**config.mk**
```make
export PLATFORM = sky130hd
export DESIGN_NAME = sprite_address_generator
export DESIGN_NICKNAME = d
export VERILOG_FILES = /design/src/rtl/sprite_address_generator.sv
export SDC_FILE = /design/constraint.sdc
export NUM_CORES = 1
export LEC_CHECK = 0
export ABC_AREA = 1
export ABC_CLOCK_PERIOD_IN_PS = 3590
export BUFFER_PORTS_ARGS = -buffer_cell sky130_fd_sc_hd__buf_2
export CAP_MARGIN = 20
export CORE_ASPECT_RATIO = 0.9
export CORE_MARGIN = 2
export CORE_UTILIZATION = 53
export CTS_CLUSTER_SIZE = 14
export DETAILED_ROUTE_END_ITERATION = 10
export PLACE_DENSITY = 0.81
export SLEW_MARGIN = 20
export SYNTH_ARGS = -nofsm -noshare
export SYNTH_HDL_FRONTEND = slang
export SYNTH_SLANG_ARGS = --single-unit
```
**constraint.sdc**
```tcl
create_clock -name clk_pixel -period 3.59 [get_ports clk_pixel]
set_input_delay 0.5385 -clock clk_pixel [delete_from_list [all_inputs] [get_ports clk_pixel]]
set_output_delay 0.5385 -clock clk_pixel [all_outputs]
set_load 0.01 [all_outputs]
```
**src/rtl/sprite_address_generator.sv**
```systemverilog
// -----------------------------------------------------------------------------
// sprite_address_generator
//
// Drawing-path stage around the sprite line counter of the VGA pipeline.
// It watches the raster for the left edge of a SPRITE_SIZE x SPRITE_SIZE
// sprite window and enables the line counter (sprite_on). It turns the
// counter's column index into sprite ROM addresses. It then aligns the ROM
// data, which arrives one cycle after the address, into a qualified pixel
// stream for the colour mux. Transparent pixels are suppressed.
//
// Ports:
//   clk_pixel      in   pixel clock
//   reset          in   asynchronous reset, active low
//   video_on       in   raster inside visible area
//   pixel_x/y      in   current raster column / line
//   sprite_enable  in   sprite visible this frame
//   sprite_x/y     in   sprite top-left column / line
//   sprite_offset  in   ROM base address of the selected sprite image
//   column_index   in   column from the line counter (0..SPRITE_SIZE-1)
//   sprite_on      out  enable to the line counter
//   address_memory out  ROM address
//   address_valid  out  address_memory is a live fetch this cycle
//   mem_data       in   ROM read data, one cycle after the address
//   pixel_valid    out  pixel_color is an opaque sprite pixel
//   pixel_color    out  sprite colour (0 when no data slot)
// -----------------------------------------------------------------------------
module sprite_address_generator #(
  parameter int                    SPRITE_SIZE = 20,
  parameter int                    COORD_WIDTH = 10,
  parameter int                    ADDR_WIDTH  = 14,
  parameter int                    PIXEL_WIDTH = 9,
  parameter logic [PIXEL_WIDTH-1:0] TRANSPARENT = 9'h1FF
) (
  input  logic                   clk_pixel,
  input  logic                   reset,
  input  logic                   video_on,
  input  logic [COORD_WIDTH-1:0] pixel_x,
  input  logic [COORD_WIDTH-1:0] pixel_y,
  input  logic                   sprite_enable,
  input  logic [COORD_WIDTH-1:0] sprite_x,
  input  logic [COORD_WIDTH-1:0] sprite_y,
  input  logic [ADDR_WIDTH-1:0]  sprite_offset,
  input  logic [4:0]             column_index,
  output logic                   sprite_on,
  output logic [ADDR_WIDTH-1:0]  address_memory,
  output logic                   address_valid,
  input  logic [PIXEL_WIDTH-1:0] mem_data,
  output logic                   pixel_valid,
  output logic [PIXEL_WIDTH-1:0] pixel_color
);

  typedef enum logic [1:0] {
    ST_IDLE     = 2'd0,
    ST_DRAW     = 2'd1,
    ST_LINE_END = 2'd2
  } state_t;

  state_t                  r_state;
  state_t                  w_state_next;
  logic [4:0]              r_row;
  logic [ADDR_WIDTH-1:0]   r_base;
  logic                    r_sprite_on;
  logic                    r_address_valid;
  logic [ADDR_WIDTH-1:0]   r_address;
  logic                    r_d_valid;
  logic                    r_pixel_valid;
  logic [PIXEL_WIDTH-1:0]  r_pixel_color;

  logic                    w_sprite_on_next;
  logic                    w_address_valid_next;
  logic                    w_latch;
  logic                    w_abort;
  logic                    w_hit;
  logic [COORD_WIDTH:0]    w_py_ext;
  logic [COORD_WIDTH:0]    w_sy_ext;
  logic [COORD_WIDTH:0]    w_sy_last;
  logic [4:0]              w_row;
  logic [ADDR_WIDTH-1:0]   w_address;

  // The window test is done one bit wider so sprite_y+SIZE-1 cannot wrap
  // back to the top of the screen for sprites near the bottom.
  assign w_py_ext  = {1'b0, pixel_y};
  assign w_sy_ext  = {1'b0, sprite_y};
  assign w_sy_last = w_sy_ext + (COORD_WIDTH+1)'(SPRITE_SIZE - 1);

  assign w_hit = video_on & sprite_enable & (pixel_x == sprite_x) &
                 (w_py_ext >= w_sy_ext) & (w_py_ext <= w_sy_last);

  // The row is always 0..SPRITE_SIZE-1 on a hit, so the low five bits of the
  // difference are exactly the difference of the low five bits.
  assign w_row = pixel_y[4:0] - sprite_y[4:0];

  // ROM address wraps modulo 2^ADDR_WIDTH by construction of the widths.
  assign w_address = r_base
                   + (ADDR_WIDTH'(r_row) * ADDR_WIDTH'(SPRITE_SIZE))
                   + ADDR_WIDTH'(column_index);

  // State register.
  always_ff @(posedge clk_pixel or negedge reset) begin
    if (!reset) begin
      r_state <= ST_IDLE;
    end else begin
      r_state <= w_state_next;
    end
  end

  // Next-state and next-output decode.
  always_comb begin
    w_state_next         = r_state;
    w_sprite_on_next     = 1'b0;
    w_address_valid_next = 1'b0;
    w_latch              = 1'b0;
    w_abort              = 1'b0;
    case (r_state)
      ST_IDLE: begin
        if (w_hit) begin
          w_state_next     = ST_DRAW;
          w_sprite_on_next = 1'b1;
          w_latch          = 1'b1;
        end else begin
          w_state_next = ST_IDLE;
        end
      end
      ST_DRAW: begin
        if (!video_on || !sprite_enable) begin
          w_state_next = ST_IDLE;
          w_abort      = 1'b1;
        end else if (column_index == 5'(SPRITE_SIZE - 1)) begin
          // Last column still issues its fetch; sprite_on drops so the
          // counter is held at 0 during LINE_END.
          w_state_next         = ST_LINE_END;
          w_address_valid_next = 1'b1;
        end else begin
          w_state_next         = ST_DRAW;
          w_sprite_on_next     = 1'b1;
          w_address_valid_next = 1'b1;
        end
      end
      ST_LINE_END: begin
        w_state_next = ST_IDLE;
      end
      default: begin
        w_state_next = ST_IDLE;
      end
    endcase
  end

  // Registered outputs, latched sprite parameters and ROM alignment stage.
  always_ff @(posedge clk_pixel or negedge reset) begin
    if (!reset) begin
      r_sprite_on     <= 1'b0;
      r_address_valid <= 1'b0;
      r_address       <= {ADDR_WIDTH{1'b0}};
      r_row           <= 5'd0;
      r_base          <= {ADDR_WIDTH{1'b0}};
      r_d_valid       <= 1'b0;
      r_pixel_valid   <= 1'b0;
      r_pixel_color   <= {PIXEL_WIDTH{1'b0}};
    end else begin
      r_sprite_on     <= w_sprite_on_next;
      r_address_valid <= w_address_valid_next;
      if (w_address_valid_next) begin
        r_address <= w_address;
      end
      if (w_latch) begin
        r_row  <= w_row;
        r_base <= sprite_offset;
      end
      // An abort also discards the fetch currently in flight.
      r_d_valid     <= r_address_valid & ~w_abort;
      r_pixel_valid <= r_d_valid & (mem_data != TRANSPARENT);
      r_pixel_color <= r_d_valid ? mem_data : {PIXEL_WIDTH{1'b0}};
    end
  end

  assign sprite_on      = r_sprite_on;
  assign address_memory = r_address;
  assign address_valid  = r_address_valid;
  assign pixel_valid    = r_pixel_valid;
  assign pixel_color    = r_pixel_color;

endmodule

```
==> metrics.cfg, run 1 <==
[place]
hpwl_microns=6190
routabilityCongestion=0.897
port_buffers=97
placed_cells=639

[route]
routed_wl_microns=7400
detailed_routing_iteration_count_for_the_pre_antenna_repair_pass=7
via_count=3175
wire_per_inst_microns=11.4
routed_via_density=4.91
drtIter0Drc=185
remaining_drcs=0
drt.antenna.violating_nets=0

[timing]
count_of_final_hold_check_violations=0
fmaxAchievable_mhz=326
setup-tns-final_ns=0
setup_viol=0
slew_at_the_pin_with_the_worst_max_slew_slack_ns=0.590
worst_case_clock_skew_ns=0.00831
period_needed_ns=3.07
relSlewSlack_pct=60.7
timing.final.max_slew_violations=0
finalCritPeriodShare_pct=85.5
grt_setup_unrepaired=no

[clocking]
cts_setup_buffers=0
ctsResizeCount=0
root_buffer=clkbuf_8
clock_sinks=47
cts_buffers=5
path_clk_slew_ns=0.09
postCtsHoldBufs=0
clock_insertion_delay_worst_skew_ns=0.30
cts_tree=built
htree_num_levels=2
clock_tree.buffer_depth=2

[global_route]
gr-usage-all-layers_pct=20.9
grt_first_pass_wirelength_microns=12700
largest_net_degree_at_the_start_of_global_routing=48
grt-ovfl-total=0
grt_antenna_before_repair=0
via_count_of_the_first_global_routing_pass=2984

[floorplan]
rows=28
design.portCount=98
floorplan.die.height_microns=81.8
floorplan.die.width_microns=90.4
placeable_core_region_sq_um=6550
fp.dieArea_sq_um=7390
initial_utilization_pct=54.4

[outcome]
outcome=finished, final reports clean

[critical_path]
critical_path.startpoint_type=register
timing.critical_path.arrival_ns=3.32
worst-r2r-setup-slack_ns=0.52
critical_path_required_time_ns=3.84
timing.setup.critical_path_class=reg2reg
worstPathMaxFanout=5
crit_path_end_kind=register

[pwr]
total_leakage_power_nw=2.54
vdd_ir_drop_max_mv=0.155
power-per-cell-area_nw_per_um2=278

[yosys]
synthesis.nets=580
syn_area_sq_um=3560
post_synth_num_cell_types=32
portion_of_the_post_synthesis_area_used_by_sequential_elements_pct=33.0
postSynthCellCount=458
flops_latches_synth=47
synth_warnings=0
async_reset_ff_share_pct=100
synth_edf_count=0
synth_ff_type=dfrtp_1
avgSynthCellArea_sq_um=7.77

[layout]
n_antenna_cell=0
finish.net_count=678
drive_gt1_share_pct=21.9
area_growth_syn_to_layout_pct=19.6
fill_cells=586
stdcell_count=647

[flow_run]
timing.max_cap.violations=0

[hold_path]
timing.hold.worst.class=in2async

[area by class of cell]
| type | instances | area, sq um | area share (%) |
|---|---|---|---|
| clock buffers | 5 | 68.8 | 1.62 |
| multi-input cells | 327 | 2040 | 47.8 |
| flip-flops and latches | 47 | 1180 | 27.6 |
| clock inverters | 3 | 67.6 | 1.59 |
| well taps | 90 | 113 | 2.64 |
| inverters | 77 | 289 | 6.79 |
| repair buffers | 98 | 508 | 11.9 |
[synthesized netlist by cell type (3+ instances only)]
master	count	area share [%]
xnor2_1	10	2.5
a31oi_1	5	0.88
xor2_1	12	3.0
dfrtp_1	47	33
ha_1	44	15
nand3_1	24	3.4
nand4_1	9	1.6
inv_1	76	8.0
nor2_1	32	3.4
o21ai_2	9	2.2
a21oi_1	18	2.5
o21ai_0	17	2.4
nor3_1	5	0.70
nand2_1	120	13
fa_1	6	3.4
or2_2	3	0.53
[cells in the final DEF (no fill, tap or decap), types with 3 or more instances in the layout]
master,synthesis,layout
xnor2_1,10,10
dfrtp_1,47,47
a21oi_1,18,18
clkbuf_8,0,5
nor3_1,5,5
inv_1,76,76
nand3_1,24,24
ha_1,44,44
fa_1,6,6
a31oi_1,5,5
xor2_1,12,12
o21ai_0,17,17
o21ai_2,9,9
nand4_1,9,9
or2_2,3,3
nand2_1,120,120
nor2_1,32,32
buf_2,0,96
[per-stage QoR]
step | utilization (%) | total power, mW | hold slack (ns) | cell area (sq um) | setup slack [ns]
after floorplan | - | 0.655 | 0.243 | 3560 | 0.767
after global placement | 62.9 | 0.730 | 0.457 | 4120 | 0.611
after detailed placement | 62.9 | 0.736 | 0.461 | 4120 | 0.569
after CTS | 65.0 | 1.19 | 0.435 | 4260 | 0.527
after global routing | 65.0 | 1.24 | 0.286 | 4260 | 0.252
final | 65.0 | 1.18 | 0.236 | 4260 | 0.522
[state kept, by name, summed over array words and instances, names as in the netlist]
| register | count |
|---|---|
| address_memory | 14 |
| address_valid | 1 |
| pixel_color | 9 |
| pixel_valid | 1 |
| r_base | 14 |
| r_d_valid | 1 |
| r_row | 5 |
| r_state | 2 |
[where the power goes]
part	internal (mW)	total, mW	switching, mW
clock	0.278	0.458	0.180
sequential	0.530	0.532	0.00115
combinational	0.0857	0.195	0.110
[logic make-up (layout without fill, tap and decap cells)]
logic type / after synthesis / after routing / synth area share, %
AO/OA/AOI/OAI: 57 / 57 / 9.63
XOR/XNOR: 22 / 22 / 5.41
adder cells (fa/ha/maj): 50 / 50 / 18.8
buffers and inverters: 84 / 183 / 9.77
flip-flops: 47 / 47 / 33.0
AND/OR/NAND/NOR: 198 / 198 / 23.3
[metal layers]
metal | GRT usage [%] | vias up | part of all wire (%)
met2 | 37.0 | 81 | 47
met4 | 5.69 | 0 | 0.97
met5 | 0 | - | 0
met1 | 27.1 | 1430 | 48
li1 | - | 1656 | -
met3 | 3.39 | 8 | 4.2
[worst max-delay path, stage by stage, from the launching register on]
cell and delay, ns:
dfrtp_1 0.42, ha_1 0.30, ha_1 0.22, fa_1 0.40
xor2_1 0.18, ha_1 0.29, ha_1 0.36, a21oi_1 0.21
o21ai_0 0.15, a21o_1 0.19, a21oi_1 0.12, o21ai_0 0.11
nand2_1 0.06
[path summary, 6_finish.rpt]
path | startpoint | end | cells after the start
setup / recovery | r_row[1] | address_memory[8] | 12
hold / removal | reset | address_memory[6] | 1
setup reg to reg | r_row[1] | address_memory[8] | 12
hold reg to reg | address_memory[9] | address_memory[9] | 2
max in group asynchronous | reset | r_base[3] | 1
min in group clk_pixel | mem_data[1] | pixel_color[1] | 3
No activity file was read; power rests on OpenSTA's default activity.
==> run 2, diff against run 1 <==
CELL_PAD_IN_SITES_DETAIL_PLACEMENT = 1   (was unset)
CELL_PAD_IN_SITES_GLOBAL_PLACEMENT = 2   (was unset)
CORE_ASPECT_RATIO = unset   (was 0.9)
CORE_UTILIZATION = 31   (was 53)
CTS_BUF_LIST = sky130_fd_sc_hd__clkbuf_2   (was unset)
PLACE_DENSITY = unset   (was 0.81)
PLACE_DENSITY_LB_ADDON = 0.1   (was unset)
==> run 2 against run 1 <==
  * Sequential share of layout area increased by 0.11 points
  * Flip-flop and latch count unchanged
  * Core utilization decreased by 28 points
  * Setup slack got worse by 0.10 ns
  * Hold slack got worse by 0.16 ns
  * Non-clock buffer count unchanged
  * Clock skew increased by 0.021 ns
  * Critical path depth decreased by 1
  * Design area decreased by 0.41%
  * Power decreased by 13%
  * Combinational power about the same
  * Count of clock-buffer cells in the layout unchanged
==> metrics.cfg, run 2 (synthesis results as in run 1) <==
[outcome]
outcome=finished, final reports clean

[clocking]
clock_tree.buffer_depth=2
clock_sinks=47
postCtsHoldBufs=0
clock_insertion_delay_worst_skew_ns=0.44
cts_buffers=5
path_clk_slew_ns=0.26
ctsResizeCount=0
cts_setup_buffers=0
root_buffer=clkbuf_2
htree_num_levels=2
cts_tree=built

[critical_path]
timing.critical_path.arrival_ns=3.54
startpoint=r_row[1]
crit_path_end_kind=register
cpMostUsedCell=ha_1
critical_path.cell_chain=ha_1 > ha_1 > fa_1 > xor2_1 > ha_1 > ha_1 > a21oi_1 > o21ai_0 > a21o_1 > o21ai_0 > nand2_1
timing.setup.critical_path_class=reg2reg
worstPathMaxFanout=5
worst_r2r_startpoint=r_row[1]
max_stage_delay_cell_worst_path=dfrtp_1
critical_path.startpoint_type=register
cpPeakStageDelay_ns=0.48
critical_path_required_time_ns=3.95

[place]
routabilityCongestion=0.821
hpwl_microns=7560
placement.setup.worst_slack_ns=0.413
port_buffers=97

[timing]
period_needed_ns=3.17
grt_setup_unrepaired=no
fmaxAchievable_mhz=315
finalCritPeriodShare_pct=88.4
fin_hold_ws_ns=0.0739
fin_ws_ns=0.418
relSlewSlack_pct=58.5
timing.final.max_slew_violations=0
setup-tns-final_ns=0
count_of_final_hold_check_violations=0
worst_case_clock_skew_ns=0.0289
slew_at_the_pin_with_the_worst_max_slew_slack_ns=0.622
setup_viol=0

[pwr]
vdd_ir_drop_max_mv=0.120
power-per-cell-area_nw_per_um2=242
total_leakage_power_nw=2.50

[floorplan]
design.portCount=98
fp.dieArea_sq_um=12400
floorplan.die.width_microns=111
rows=39
placeable_core_region_sq_um=11300
floorplan.die.height_microns=111
initial_utilization_pct=31.5

[layout]
multi_input_comb_area_sq_um=2040
fill_cells=1467
area_growth_syn_to_layout_pct=19.1
mostFrequentLayoutCells=nand2_1 (120), buf_2 (96), inv_1 (76), dfrtp_1 (47), ha_1 (44)
finish.net_count=678
drive_gt1_share_pct=21.8
sequential_cell_area_sq_um=1180
final_common_cell=nand2_1

[route]
remaining_drcs=0
via_count=3177
drt.antenna.violating_nets=0
routed_via_density=4.54
wire_per_inst_microns=12.7
detailed_routing_iteration_count_for_the_pre_antenna_repair_pass=4
routed_wl_microns=8920
drtIter0Drc=77

[global_route]
groute.layer.met1.usage_pct=19.7
via_count_of_the_first_global_routing_pass=3287
globalRoute.busiestLayer=met2
grt_first_pass_wirelength_microns=15100
gr_util_met2_pct=25.3
global_route.usage.met3_pct=2.95
grt-ovfl-total=0
gr-usage-all-layers_pct=14.9
grt_antenna_before_repair=0
largest_net_degree_at_the_start_of_global_routing=48

[hold_path]
timing.hold.worst.class=in2async

[flow_run]
timing.max_cap.violations=0

## run 2: cell count changes in the layout (fill, tap and decap cells not counted), sizes merged
cell / before / now
diode: 0 / 1
bufinv: 2 / 1
## run 2: layout make-up
type | count | area share [%]
multi-input combinational | 327 | 48.0
sequential | 47 | 27.7
timing repair buffer | 98 | 11.7
inverter | 77 | 6.81
tap | 143 | 4.22
clock inverter | 2 | 0.885
clock buffer | 5 | 0.590
antenna | 1 | 0.0590
## run 2: metrics by stage
| stage | instance area (sq um) | util [%] | total power [mW] | instances |
|---|---|---|---|---|
| after floorplan | 3560 | - | 0.655 | 458 |
| after global placement | 4170 | 36.9 | 0.740 | 692 |
| after detailed placement | 4170 | 36.9 | 0.745 | 692 |
| after CTS | 4240 | 37.4 | 1.06 | 699 |
| after global routing | 4240 | 37.4 | 1.10 | 699 |
| final | 4240 | 37.5 | 1.03 | 700 |
## run 2: power by group
part,switching [mW],internal [mW],leakage (nW),total (mW)
clock,0.183,0.114,0.0351,0.297
sequential,0.00123,0.532,0.652,0.533
combinational,0.112,0.0856,1.81,0.198
total,0.297,0.731,2.50,1.03
## run 2: metal layers
metal	routed length [microns]	vias to the layer above
li1	-	1657
met1	4360	1455
met2	4160	60
met3	330	5
met4	68	0
met5	0	-
## run 2: final timing paths
| path | endpoint | slack [ns] | cells after the start |
|---|---|---|---|
| worst max-delay path | address_memory[8] | 0.42 | 11 |
| min in group clk_pixel | r_base[7] | 0.29 | 3 |
| worst max register to register | address_memory[8] | 0.42 | 11 |
| max in group asynchronous | r_row[0] | 3.09 | 1 |
| worst min register to register | address_memory[0] | 0.51 | 2 |
| worst min-delay path | address_memory[7] | 0.07 | 1 |
## run 2: critical path: cells and delay by family, from the launching register on
family / cells / cell delay, ns
adders and majority gates: 5 / 1.58
AOI/OAI and AO/OA: 4 / 0.78
DFF: 1 / 0.48
xor gates and xnor gates: 1 / 0.18
and+or+nand+nor: 1 / 0.08
